File: src/rtl/pipe_ctrl_pkg.sv
// Shared constants for the pipeline controller: stall vectors, exception codes
// and the controller state encoding.
package pipe_ctrl_pkg;

  localparam logic Stop      = 1'b1;
  localparam logic NoStop    = 1'b0;
  localparam logic RstEnable = 1'b1;

  localparam logic [31:0] ZeroWord = 32'h0000_0000;

  // Stall vectors, bit0 = pc ... bit5 = wb; each stops its stage and all older ones.
  localparam logic [5:0] STALL_MEM  = 6'b011111;
  localparam logic [5:0] STALL_EX   = 6'b001111;
  localparam logic [5:0] STALL_ID   = 6'b000111;
  localparam logic [5:0] STALL_IF   = 6'b000011;
  localparam logic [5:0] STALL_NONE = 6'b000000;

  localparam logic [31:0] EXC_INTERRUPT    = 32'h0000_0001;
  localparam logic [31:0] EXC_SYSCALL      = 32'h0000_0008;
  localparam logic [31:0] EXC_INVALID_INST = 32'h0000_000a;
  localparam logic [31:0] EXC_OVERFLOW     = 32'h0000_000c;
  localparam logic [31:0] EXC_TRAP         = 32'h0000_000d;
  localparam logic [31:0] EXC_ERET         = 32'h0000_000e;

  typedef enum logic {
    ST_IDLE    = 1'b0,
    ST_RECOVER = 1'b1
  } state_e;

endpackage

File: src/rtl/pipe_ctrl_stall_watchdog.sv
// Saturating count of consecutive stalled, unflushed cycles; raises a sticky
// flag once the count reaches STALL_TIMEOUT-1 while still stalled.
module pipe_ctrl_stall_watchdog
  import pipe_ctrl_pkg::*;
#(
  parameter int unsigned STALL_TIMEOUT = 1024
) (
  input  logic clk,
  input  logic rst,
  input  logic stall_pc_i,
  input  logic flush_i,
  output logic timeout_o
);

  localparam logic [15:0] LIMIT = 16'(STALL_TIMEOUT - 1);

  logic [15:0] cnt_q, cnt_d;
  logic        timeout_q, timeout_d;
  logic        stalled;

  assign stalled = (stall_pc_i == Stop) && !flush_i;

  // NOTE: every variable gets a default at the top of always_comb so no path leaves it unassigned (no latch).
  always_comb begin
    cnt_d     = cnt_q;
    timeout_d = timeout_q;
    if (!stalled) begin
      cnt_d = 16'h0000;
    end else begin
      if (cnt_q != 16'hffff) cnt_d = cnt_q + 16'h0001;
      if (cnt_q >= LIMIT) timeout_d = 1'b1;
    end
  end

  // NOTE: state registers use non-blocking assignments so all flops update together at the edge.
  always_ff @(posedge clk) begin
    if (rst == RstEnable) begin
      cnt_q     <= 16'h0000;
      timeout_q <= 1'b0;
    end else begin
      cnt_q     <= cnt_d;
      timeout_q <= timeout_d;
    end
  end

  assign timeout_o = timeout_q;

endmodule

File: src/rtl/pipe_ctrl.sv
// Pipeline controller: stall encoder, exception/ERET flush sequencing and
// recovery window. Define PIPE_STALL_WATCHDOG_EN to build the stall watchdog.
module pipe_ctrl
  import pipe_ctrl_pkg::*;
#(
  parameter logic [31:0] EXC_VECTOR     = 32'h0000_0020,
  parameter int unsigned RECOVER_CYCLES = 2,
  parameter int unsigned STALL_TIMEOUT  = 1024
) (
  input  logic        clk,
  input  logic        rst,
  input  logic        stallreq_if,
  input  logic        stallreq_id,
  input  logic        stallreq_ex,
  input  logic        stallreq_mem,
  input  logic [31:0] excepttype_i,
  input  logic [31:0] cp0_epc_i,
  output logic [5:0]  stall,
  output logic        flush,
  output logic [31:0] new_pc,
  output logic        in_recover,
  output logic        stall_timeout
);

  localparam logic [3:0] RECOVER_LOAD = 4'(RECOVER_CYCLES - 1);

  state_e     state_q;
  logic [3:0] rcnt_q;
  logic       rst_act;
  logic       idle;
  logic       exc_taken;

  assign rst_act   = (rst == RstEnable);
  assign idle      = (state_q == ST_IDLE);
  assign exc_taken = !rst_act && idle && (excepttype_i != ZeroWord);

  // In RECOVER the ID/EX requesters belong to squashed instructions.
  always_comb begin
    stall = STALL_NONE;
    if (rst_act || exc_taken)         stall = STALL_NONE;
    else if (stallreq_mem)            stall = STALL_MEM;
    else if (stallreq_ex && idle)     stall = STALL_EX;
    else if (stallreq_id && idle)     stall = STALL_ID;
    else if (stallreq_if)             stall = STALL_IF;
  end

  always_comb begin
    flush  = exc_taken;
    new_pc = ZeroWord;
    if (exc_taken) new_pc = (excepttype_i == EXC_ERET) ? cp0_epc_i : EXC_VECTOR;
  end

  always_ff @(posedge clk) begin
    if (rst_act) begin
      state_q <= ST_IDLE;
      rcnt_q  <= 4'd0;
    end else begin
      case (state_q)
        ST_IDLE: begin
          if (exc_taken) begin
            state_q <= ST_RECOVER;
            rcnt_q  <= RECOVER_LOAD;
          end
        end
        ST_RECOVER: begin
          if (rcnt_q == 4'd0) state_q <= ST_IDLE;
          else                rcnt_q  <= rcnt_q - 4'd1;
        end
        default: state_q <= ST_IDLE;
      endcase
    end
  end

  assign in_recover = (state_q == ST_RECOVER);

`ifdef PIPE_STALL_WATCHDOG_EN
  pipe_ctrl_stall_watchdog #(
    .STALL_TIMEOUT(STALL_TIMEOUT)
  ) u_stall_watchdog (
    .clk       (clk),
    .rst       (rst),
    .stall_pc_i(stall[0]),
    .flush_i   (flush),
    .timeout_o (stall_timeout)
  );
`else
  assign stall_timeout = 1'b0 & (STALL_TIMEOUT == 0);
`endif

endmodule

File: config.mk
export PLATFORM = sky130hd
export DESIGN_NAME = pipe_ctrl
export DESIGN_NICKNAME = d
export VERILOG_FILES = /design/src/rtl/pipe_ctrl_pkg.sv /design/src/rtl/pipe_ctrl_stall_watchdog.sv /design/src/rtl/pipe_ctrl.sv
export SDC_FILE = /design/constraint.sdc
export NUM_CORES = 1
export LEC_CHECK = 0
export CELL_PAD_IN_SITES_DETAIL_PLACEMENT = 1
export CELL_PAD_IN_SITES_GLOBAL_PLACEMENT = 1
export CORE_ASPECT_RATIO = 1.2
export CORE_UTILIZATION = 12
export CTS_CLUSTER_DIAMETER = 80
export DETAILED_ROUTE_END_ITERATION = 6
export GPL_ROUTABILITY_DRIVEN = 0
export MAX_ROUTING_LAYER = met4
export PLACE_DENSITY = 0.74
export SYNTH_ARGS = -nofsm -noshare
export SYNTH_HDL_FRONTEND = slang
export SYNTH_SLANG_ARGS = --single-unit
export TNS_END_PERCENT = 20
File: constraint.sdc
create_clock -name clk -period 1.2 [get_ports clk]
set_input_delay 0.12 -clock clk [delete_from_list [all_inputs] [get_ports clk]]
set_output_delay 0.12 -clock clk [all_outputs]
set_load 0.1 [all_outputs]
==> results.yml <==
synthesis:
  synth.area.top_cells: "and2_1 26%, dfxtp_1 13%, nor4_2 10%, buf_6 4.5%, nor2_1 3.5%"
  ys_ff_latch: 5
  synth_top_area_cell: "and2_1"
  ys.flop_type: "dfxtp_1"
  synth_top_area_share_pct: 25.9
  synth.avg_cell_area_sq_um: 7.65
  synth_seq_area_share_pct: 13.4
  synth_warnings: 0
  syn-cell-area_sq_um: 749
  yosysMostFrequentCell: "and2_1"
  synth_cell_types: 31
  synthTopCellsByCount: "31 x and2_1, 7 x nor2_1, 6 x nor4_2"
  async_reset_ff_share_pct: 0
  synth_edf_count: 0
  synthCells: 98
sta:
  setup_viol: 41
  hold_violations: 0
  clock_skew_ns: 0.00110
  setup_ws_ns: -0.660
  period_share_pct: 155
  fmax_mhz: 538
  tns_ns: -24.14
  finalMaxSlewViolations: 0
  min_period_ns: 1.86
  rsz0062_at_grt: "yes"
hold_path:
  hold_class: "primary input to flip-flop"
cells_and_area:
  fin_nets: 305
  n_antenna_cell: 0
  nFillCells: 668
  drive_gt1_share_pct: 62.2
  multi_input_area_sq_um: 832
  register_area_sq_um: 105
  stdcell_count: 315
  synthToLayoutAreaGrowth_pct: 273
cts:
  cts_buffers: 3
  clock_sinks: 5
  clkLatencyLatePin_ns: 0.23
  htreeDepth: 1
  cts_root_buffer: "clkbuf_8"
  cts_hold_buffers: 0
  path_clk_slew_ns: 0.04
  tritoncts: "yes"
  cts_max_path_buffers: 2
place:
  hpwl_um: 3420
  placed_cells: 296
  io_buffers: 108
grt:
  grt_pass1_wl_um: 6820
  antenna_found_initial: 0
  grt_overflow: 0
  grtUsageTotal_pct: 14.5
  grt_pass1_vias: 1383
  grt_max_degree: 12
setup_path:
  end_kind: "output port"
  start_kind: "flip-flop"
  worstPathMaxFanout: 8
  worstPathArrival_ns: 1.74
  worst-setup-path-type: "flip-flop to output port"
  required_ns: 1.08
pwr:
  leakagePower_nw: 1.14
  vdd_drop_max_uv: 315
  p_per_area_nw_per_um2: 425
  total_power_w: 0.00119
route:
  first_pass_iters: 2
  postRouteAntennaNets: 0
  wl_per_cell_um: 14.1
  via_count: 1286
  drtIter0Drc: 11
  totalWireLength_um: 4440
  drc: 0
  vias_per_cell: 4.08
run_status:
  violations: "setup timing"
  outcome: "complete, but fails checks"
die:
  initial_core_util_pct: 12.4
  rows: 31
  fp.dieArea_sq_um: 6570
  die_w_um: 74.1
  coreArea_sq_um: 6050
  io-pin-count: 111
  fp.dieH_um: 88.6
flow_run:
  cap_violations: 0
==> kinds of logic after synthesis <==
| group | count (synthesis) | share of synthesized area [%] |
|---|---|---|
| flops | 5 | 13.4 |
| fa+ha+maj | 1 | 1.67 |
| compound gates | 13 | 13.9 |
| simple gates | 67 | 60.6 |
| other cells | 1 | 0.500 |
| buf+inv | 11 | 10.0 |
==> flip-flops by register name (all words and copies together) (netlist names) <==
register,flops
in_recover,1
rcnt_q,4
==> per-layer routing <==
layer  routed length [um]  vias to the layer above  track usage (%)
li1                     -                      614                -
met1                 1480                      596             14.1
met2                 2580                       73             29.5
met3                  338                        3             2.28
met4                   34                        0             2.62
met5                    0                        -                -
==> worst max-delay path, stage by stage, from the launching register on <==
cell	delay [ns]
dfxtp_4	0.33
or3_4	0.34
nor3_4	0.23
buf_6	0.17
buf_12	0.12
and2_4	0.15
buf_12	0.16
==> placed cells by master, fill, tap and decap left out, drive strengths merged, types with 2 or more instances in the layout <==
cell / count
dlygate4sd2: 12
clkdlybuf4s15: 9
a21boi: 2
conb: 2
clkbuf: 10
nand2b: 2
and4: 2
buf: 75
clkdlybuf4s50: 36
a31oi: 3
or3: 2
and2: 31
nor2: 7
a21oi: 2
nor3: 6
nor4: 6
nand4: 4
nor3b: 2
nand3b: 2
inv: 3
dfxtp: 5
==> through the flow <==
step | instance area (sq um) | util (%) | setup slack, ns | hold WS, ns
after floorplan | 908 | - | -0.906 | 0.390
after global placement | 2520 | 41.7 | -0.871 | 0.508
after detailed placement | 2520 | 41.7 | -0.915 | 0.520
after CTS | 2810 | 46.5 | -0.812 | 0.484
after global routing | 2790 | 46.2 | -0.728 | 0.514
final | 2790 | 46.2 | -0.660 | 0.499
==> area by class of cell <==
type                    instances  area share [%]
clock buffers                   4            1.61
multi-input cells              83            29.8
well taps                      82            3.67
flip-flops and latches          5            3.76
repair buffers                138            60.8
inverters                       3           0.403
==> worst paths after layout <==
kind,slack (ns),startpoint,endpoint,cells past startpoint
setup reg to reg,-0.11,rcnt_q[0],rcnt_q[1],6
hold / removal,0.50,rst,rcnt_q[1],3
setup / recovery,-0.66,in_recover,new_pc[0],6
hold reg to reg,0.55,rcnt_q[3],rcnt_q[3],2
==> what timing repair did <==
item                       in CTS  in global routing
cloned                          3                  0
setup endpoints to repair      43                 43
pin swaps                      46                 15
buffers inserted               13                  3
gates resized for setup       102                 26
==> report_power, final <==
| group | switching [W] | internal (W) |
|---|---|---|
| combinational | 0.000343 | 0.000335 |
| sequential | 0.00000764 | 0.000179 |
| clock | 0.0000924 | 0.000229 |
| total | 0.000443 | 0.000743 |
Note: power is estimated with default switching activity, not from simulation.
